--- src/rtl/pr_range_fetch.sv ---
// pr_range_fetch: walks an element range [req_start, req_end) one memory line at a
// time. Each line is read from memory, held, then offered to a downstream read buffer
// together with the valid element window (buf_base .. buf_bounds) inside that line.
//
// Ports:
//   clk, rst_n                   clock, asynchronous active-low reset
//   req_valid/req_ready          range request handshake
//   req_start, req_end           first element (inclusive), last element (exclusive)
//   mem_req/mem_req_ready        line read request handshake, mem_addr = line index
//   mem_rvalid, mem_rdata        returned line
//   buf_load                     one-cycle load strobe to the read buffer
//   buf_data/buf_base/buf_bounds held line and its valid element window
//   buf_busy                     downstream buffer still holds elements
//   done                         one-cycle completion pulse
//   lines_issued                 count of accepted line reads (wraps)
module pr_range_fetch #(
  parameter int unsigned FULL_WIDTH = 512,
  parameter int unsigned WIDTH      = 64,
  parameter int unsigned IDX_WIDTH  = 32
) (
  input  logic                  clk,
  input  logic                  rst_n,
  input  logic                  req_valid,
  output logic                  req_ready,
  input  logic [IDX_WIDTH-1:0]  req_start,
  input  logic [IDX_WIDTH-1:0]  req_end,
  output logic                  mem_req,
  input  logic                  mem_req_ready,
  output logic [IDX_WIDTH-1:0]  mem_addr,
  input  logic                  mem_rvalid,
  input  logic [FULL_WIDTH-1:0] mem_rdata,
  output logic                  buf_load,
  output logic [FULL_WIDTH-1:0] buf_data,
  output logic [7:0]            buf_base,
  output logic [7:0]            buf_bounds,
  input  logic                  buf_busy,
  output logic                  done,
  output logic [15:0]           lines_issued
);

  localparam int unsigned MAX_ELEMS  = FULL_WIDTH / WIDTH;
  localparam int unsigned OFF_W      = $clog2(MAX_ELEMS);
  localparam logic [7:0]  FULL_BOUND = 8'(MAX_ELEMS);

  typedef enum logic [1:0] {StIdle, StIssue, StWaitData, StDeliver} state_e;

  state_e                  state_q, state_d;
  logic [IDX_WIDTH-1:0]    cur_line_q, last_line_q;
  logic [7:0]              first_off_q, last_end_q;
  logic                    is_first_q;
  logic [FULL_WIDTH-1:0]   hold_q;
  logic                    done_q;
  logic [15:0]             lines_q;

  logic                    nonempty;
  logic                    accept_range;
  logic                    accept_empty;
  logic                    last_line_hit;
  logic [IDX_WIDTH-1:0]    end_m1;

  assign nonempty      = req_end > req_start;
  assign accept_range  = req_valid && req_ready && nonempty;
  assign accept_empty  = req_valid && req_ready && !nonempty;
  // Only evaluated for non-empty requests, so req_end >= 1 and this never wraps.
  assign end_m1        = req_end - IDX_WIDTH'(1);
  assign last_line_hit = cur_line_q == last_line_q;

  always_comb begin
    state_d   = state_q;
    req_ready = 1'b0;
    mem_req   = 1'b0;
    buf_load  = 1'b0;
    unique case (state_q)
      StIdle: begin
        req_ready = 1'b1;
        if (req_valid && nonempty) state_d = StIssue;
      end
      StIssue: begin
        mem_req = 1'b1;
        if (mem_req_ready) state_d = StWaitData;
      end
      StWaitData: begin
        if (mem_rvalid) state_d = StDeliver;
      end
      StDeliver: begin
        if (!buf_busy) begin
          buf_load = 1'b1;
          state_d  = last_line_hit ? StIdle : StIssue;
        end
      end
      default: state_d = StIdle;
    endcase
  end

  always_ff @(posedge clk or negedge rst_n) begin
    if (!rst_n) begin
      state_q     <= StIdle;
      cur_line_q  <= '0;
      last_line_q <= '0;
      first_off_q <= '0;
      last_end_q  <= '0;
      is_first_q  <= 1'b0;
      hold_q      <= '0;
      done_q      <= 1'b0;
      lines_q     <= '0;
    end else begin
      state_q <= state_d;
      done_q  <= accept_empty || (buf_load && last_line_hit);
      if (accept_range) begin
        cur_line_q  <= req_start >> OFF_W;
        last_line_q <= end_m1 >> OFF_W;
        first_off_q <= 8'(req_start[OFF_W-1:0]);
        last_end_q  <= 8'(end_m1[OFF_W-1:0]) + 8'd1;
        is_first_q  <= 1'b1;
      end else if (buf_load && !last_line_hit) begin
        // Advance only when another line remains, so cur_line never passes last_line.
        cur_line_q <= cur_line_q + IDX_WIDTH'(1);
        is_first_q <= 1'b0;
      end
      if (mem_req && mem_req_ready) lines_q <= lines_q + 16'd1;
      if (state_q == StWaitData && mem_rvalid) hold_q <= mem_rdata;
    end
  end

  // Address comes straight from cur_line, which cannot change while in StIssue.
  assign mem_addr     = cur_line_q;
  assign buf_data     = hold_q;
  assign buf_base     = is_first_q ? first_off_q : 8'd0;
  assign buf_bounds   = last_line_hit ? last_end_q : FULL_BOUND;
  assign done         = done_q;
  assign lines_issued = lines_q;

endmodule

--- config.mk ---
export PLATFORM = sky130hd
export DESIGN_NAME = pr_range_fetch
export DESIGN_NICKNAME = d
export VERILOG_FILES = /design/src/rtl/pr_range_fetch.sv
export SDC_FILE = /design/constraint.sdc
export NUM_CORES = 1
export LEC_CHECK = 0
export CAP_MARGIN = 20
export CELL_PAD_IN_SITES_DETAIL_PLACEMENT = 1
export CELL_PAD_IN_SITES_GLOBAL_PLACEMENT = 2
export CORE_AREA = 3 3 454 456
export DETAILED_ROUTE_END_ITERATION = 8
export DIE_AREA = 0 0 457 459
export HOLD_SLACK_MARGIN = 0.06
export PLACE_DENSITY = 0.4
export RECOVER_POWER = 25
export SYNTH_ARGS = -nofsm -noshare
export SYNTH_HDL_FRONTEND = slang
export SYNTH_SLANG_ARGS = --single-unit
--- constraint.sdc ---
create_clock -name clk -period 4.4 [get_ports clk]
set_clock_uncertainty 0.15 [all_clocks]
set_input_delay 0.88 -clock clk [delete_from_list [all_inputs] [get_ports clk]]
set_output_delay 0.88 -clock clk [all_outputs]
set_load 0.05 [all_outputs]
[Word-level counts from Yosys, hierarchy flattened]
Cells that the tools add are included.
Cells by class
  eq/ne operators: 8
  $lt $le $gt $ge: 1
  reductions and logical operators: 14
  multiplexer cells: 16
  $add $sub $neg: 4
Operators with widths (count)
  $mux W32: 2
  $add A32 B1 Y32 const B: 1
  $eq A32 B29 Y1: 1
  $gt A32 B32 Y1: 1
  $sub A32 B1 Y32 const B: 1
  $add A16 B1 Y16 const B: 1
  $logic_and A1 B1 Y1: 8
  $mux W2: 4
  $mux W8: 1
  $ne A2 B2 Y1 const B: 4
  $pmux W2 S4: 1
  $mux W1: 7
  $add A3 B1 Y4 const B: 1
  $eq A2 B2 Y1 const B: 2
  $reduce_and A4 Y1: 1
  $mux W3: 1
  $eq A2 B1 Y1 const B: 1
  $logic_not A1 Y1: 2
  $logic_not A2 Y1: 1
  $reduce_bool A2 Y1: 1
  $logic_or A1 B1 Y1: 1
Word-level totals
  bits of input ports: 582
  output and inout bits: 580
  bits in registers: 604
  logic and storage cells: 52

[Depth between registers and ports, before layout]
  depth in word-level cells: 5
  depth in mapped cells: 11

[Worst setup path before layout]
No wires, ideal clock.
  kind: flip-flop to output port
  from: register cur_line_q[22], in the netlist mem_addr[22]
  to: output port buf_bounds[3]
  path buffers: 2
  slack: 1.125 ns
  stages on the path, launching flop included: 8
  arrival time: 2.245 ns
  path through: dfrtp_1 xor2_1 or4_1 nor4_2 and2_1 buf_2 buf_2 nand2b_1
Between the ends
  word-level cells in the longest chain between the ends: 2
Ends and longest elaborated chain
  from (decl): RTL line 48  | logic [IDX_WIDTH-1:0] cur_line_q, last_line_q;
  from (signal assigned): RTL line 110  | cur_line_q <= req_start >> OFF_W;
  from (signal assigned): RTL line 117  | cur_line_q <= cur_line_q + IDX_WIDTH'(1);
  $eq A32 B29 Y1: RTL line 66  | assign last_line_hit = cur_line_q == last_line_q;
  $mux W8: RTL line 129  | assign buf_bounds = last_line_hit ? last_end_q : FULL_BOUND;
  to (decl): RTL line 35  | output logic [7:0] buf_bounds,
Every way passes these cells.

[Worst setup path after layout]
Same ends and word-level chain as after synthesis.

==> impl_results.md <==
- Fmax: 0.250 GHz
- Post-CTS setup buffers: 0
- Core box area: between 0.2 and 0.25 sq mm
- Post-synthesis average cell area: 14.1 sq um
- Final min period: around 4 ns
- Clock sinks: 600
- Detailed Route Iter0 Violations: 646
- Buf/Inv on CP: 1
- DRT antenna net count: 0
- Via density: approximately 3.4
- Wire per inst: about 28 microns
- Failing checks: capacitance limit, slew limit
- Post-cts hold buffer count: 1
- First-pass GRT wire length: 210000 microns
- Commonest non-fill, non-tap cell in the layout: clkdlybuf4s50_1
- Die Span Y: roughly 460 microns
- Max_cap viols: 1
- Most frequent cells in the layout: clkdlybuf4s50_1 (1146), dfrtp_1 (600), mux2_2 (515)
- Setup crit start kind: register
- Crit Path Max Fanout: 5
- Max_slew headroom: -64.7%
- Min-delay src: lines_issued[15]
- Pin count of the biggest net entering global routing: 85
- Final hold vios: 0
- CTS Buf Count: slightly below 90
- Worst r2r src: mem_addr[22]
- DRC Markers: 0
- RSZ-0062 raised after global routing: false
- CTS root buffer: clkbuf_16
- Die X: 457 microns
- Die area: 0.210 sq mm
- Placed Area: ~0.04 sq mm
- Cells after Synth: 1748
- Post-synth top flop: dfrtp_1
- Final setup TNS: 0 ns
- CP Capture Type: output port
- Peak VDD IR: between 400 and 500 uV
- WP data required: around 3.4 ns
- CP Launch Point: mem_addr[22]
- Setup ws final: roughly 0.4 ns
- CTS H-tree lvls: 3
- Overall Power: between 0.03 and 0.04 W
- Final Util: 21.2%
- #FFs+latches synth: 600
- Pwr dens: 913 mW/mm^2
- Lkg Pwr: 17.1 nW
- Syn Std Cell Area: approximately 0.025 sq mm
- WL final: 160000 microns
- Routability cong.: between 0.7 and 0.8
- Port Buffer Count: approximately 1200
- Tcrit/Tclk final: 90.9%
- Status: finished, violations left
- HPWL after detailed placement: ~130000 microns
- Yosys warning total: 0
- Fraction of layout cells with a size suffix above 1: 23.8%
- Final nets: 3596
- Vias: between 15000 and 20000
- Max Buffers Root-to-Sink: 3
- Slew @ Worst Pin: 2.47 ns
- Clk slew on worst S/H paths: about 0.060 ns
- First-pass iteration count of the detailed router: 4
- Worst-Skew Late Latency: about 0.7 ns
- Setup CP Type: register to output port
- Place WS: -0.140 ns
- HP Class: register to register
- CP Data Arrival Time: between 2 and 3 ns
- Critical Path, Cell by Cell: xor2_1 > or4_1 > nor4_2 > and2_1 > nand2b_1 > buf_4
- Crit path largest cell delay: about 0.54 ns
- Number of global-route vias before repair: around 22000
- Top Family by Delay on Critical Path: simple AND/OR/NAND/NOR gates
- Synth cell types: between 50 and 60
- Synth-to-Final Area Change: 73.8%
- TritonCTS clock tree: built
- Post_cts resized: 0
- Total Routing Usage GR: 14.9%
- Critical path's slowest cell: or4_1
- Final setup fails: 0
- Post-synthesis sequential area ratio: between 60% and 70%
- Initial Util: between 10 and 15%
- # rows: 165
- Total grt overflow: 0
- EDFF count, synth: 0
- Final slew viol count: 57
- Post-synth ARST share: 100%
- Cell area after layout: 0.0429 sq mm
- Top-Level Pins: 1162
- Initial antenna violation count: 157
## synthesized netlist by cell type, types with 3 or more instances
| master | n | share of area, % |
|---|---|---|
| dfrtp_1 | 600 | 61 |
| mux2_2 | 515 | 23 |
| xnor2_1 | 81 | 2.9 |
| nand2_1 | 70 | 1.1 |
| clkbuf_1 | 63 | 0.96 |
| nor2_1 | 61 | 0.93 |
| a21oi_1 | 44 | 0.89 |
| inv_1 | 42 | 0.64 |
| ha_1 | 40 | 2.0 |
| o21ai_0 | 32 | 0.65 |
| nand4_1 | 22 | 0.56 |
| xor2_1 | 19 | 0.67 |
| nand3_1 | 17 | 0.34 |
| nor4_1 | 15 | 0.38 |
| buf_2 | 12 | 0.24 |
| and2_1 | 11 | 0.28 |
| buf_4 | 9 | 0.27 |
| nor3_1 | 9 | 0.18 |
| and3_1 | 8 | 0.20 |
| and4_1 | 8 | 0.28 |
| o21ai_1 | 8 | 0.16 |
| nand2b_1 | 5 | 0.13 |
| or4_1 | 5 | 0.15 |
| or3_1 | 4 | 0.10 |
| a21o_1 | 3 | 0.091 |
| nor2b_1 | 3 | 0.076 |
## logic make-up after synthesis
kind of cell               Yosys count  share of synthesized area [%]
other                                1                         0.0152
muxes                              516                           23.5
and+or+nand+nor                    254                           5.36
DFF                                600                           60.8
AOI/OAI and AO/OA                  109                           2.54
xor gates and xnor gates           100                           3.55
buffers and inverters              128                           2.14
adders and majority gates           40                           2.03
## power by group
group          internal, W  leakage, nW  total, W  switching [W]
sequential         0.00828         7.15    0.0101        0.00180
clock              0.00432         1.44   0.00734        0.00302
combinational      0.00753         8.52    0.0217         0.0142
## final timing paths
check	end	cells past startpoint	slack, ns
worst max register to register	mem_addr[13]	8	0.97
max in group asynchronous	lines_issued[1]	3	0.73
worst min register to register	lines_issued[15]	1	0.32
min in group asynchronous	last_line_q[19]	2	1.30
worst max-delay path	buf_bounds[3]	6	0.40
worst min-delay path	lines_issued[15]	1	0.32
## stage by stage
stage | hold slack (ns) | cells
after floorplan | 0.285 | 1756
after global placement | 0.307 | 5553
after detailed placement | 0.313 | 5554
after CTS | 0.326 | 5712
after global routing | 0.360 | 5723
final | 0.319 | 5751
## routing by layer
layer  track usage, %  part of all wire [%]  up-vias  routed length [microns]
met5                0                  0.15        -                      242
met4             4.25                   3.2       34                     5180
met3             7.41                    10      321                    16700
met2             26.9                    51      926                    81600
met1             14.9                    35     9812                    56200
li1                 -                     -     8623                        -
## sequential cells by signal, indices dropped and copies added (netlist names)
signal / cells
last_line_q: 29
lines_issued: 16
mem_addr: 32
state_q: 2
buf_data: 512
is_first_q: 1
done: 1
first_off_q: 3
last_end_q: 4
## cell type report
class	instances	area (sq um)
fillers	22500	159000
flip-flops and latches	600	15000
repair buffers	1213	12200
multi-input cells	1028	9180
well taps	2672	3340
clock buffers	133	2600
clock inverters	24	320
inverters	42	158
diodes	39	97.6
Power figures use the tool's default switching activity.
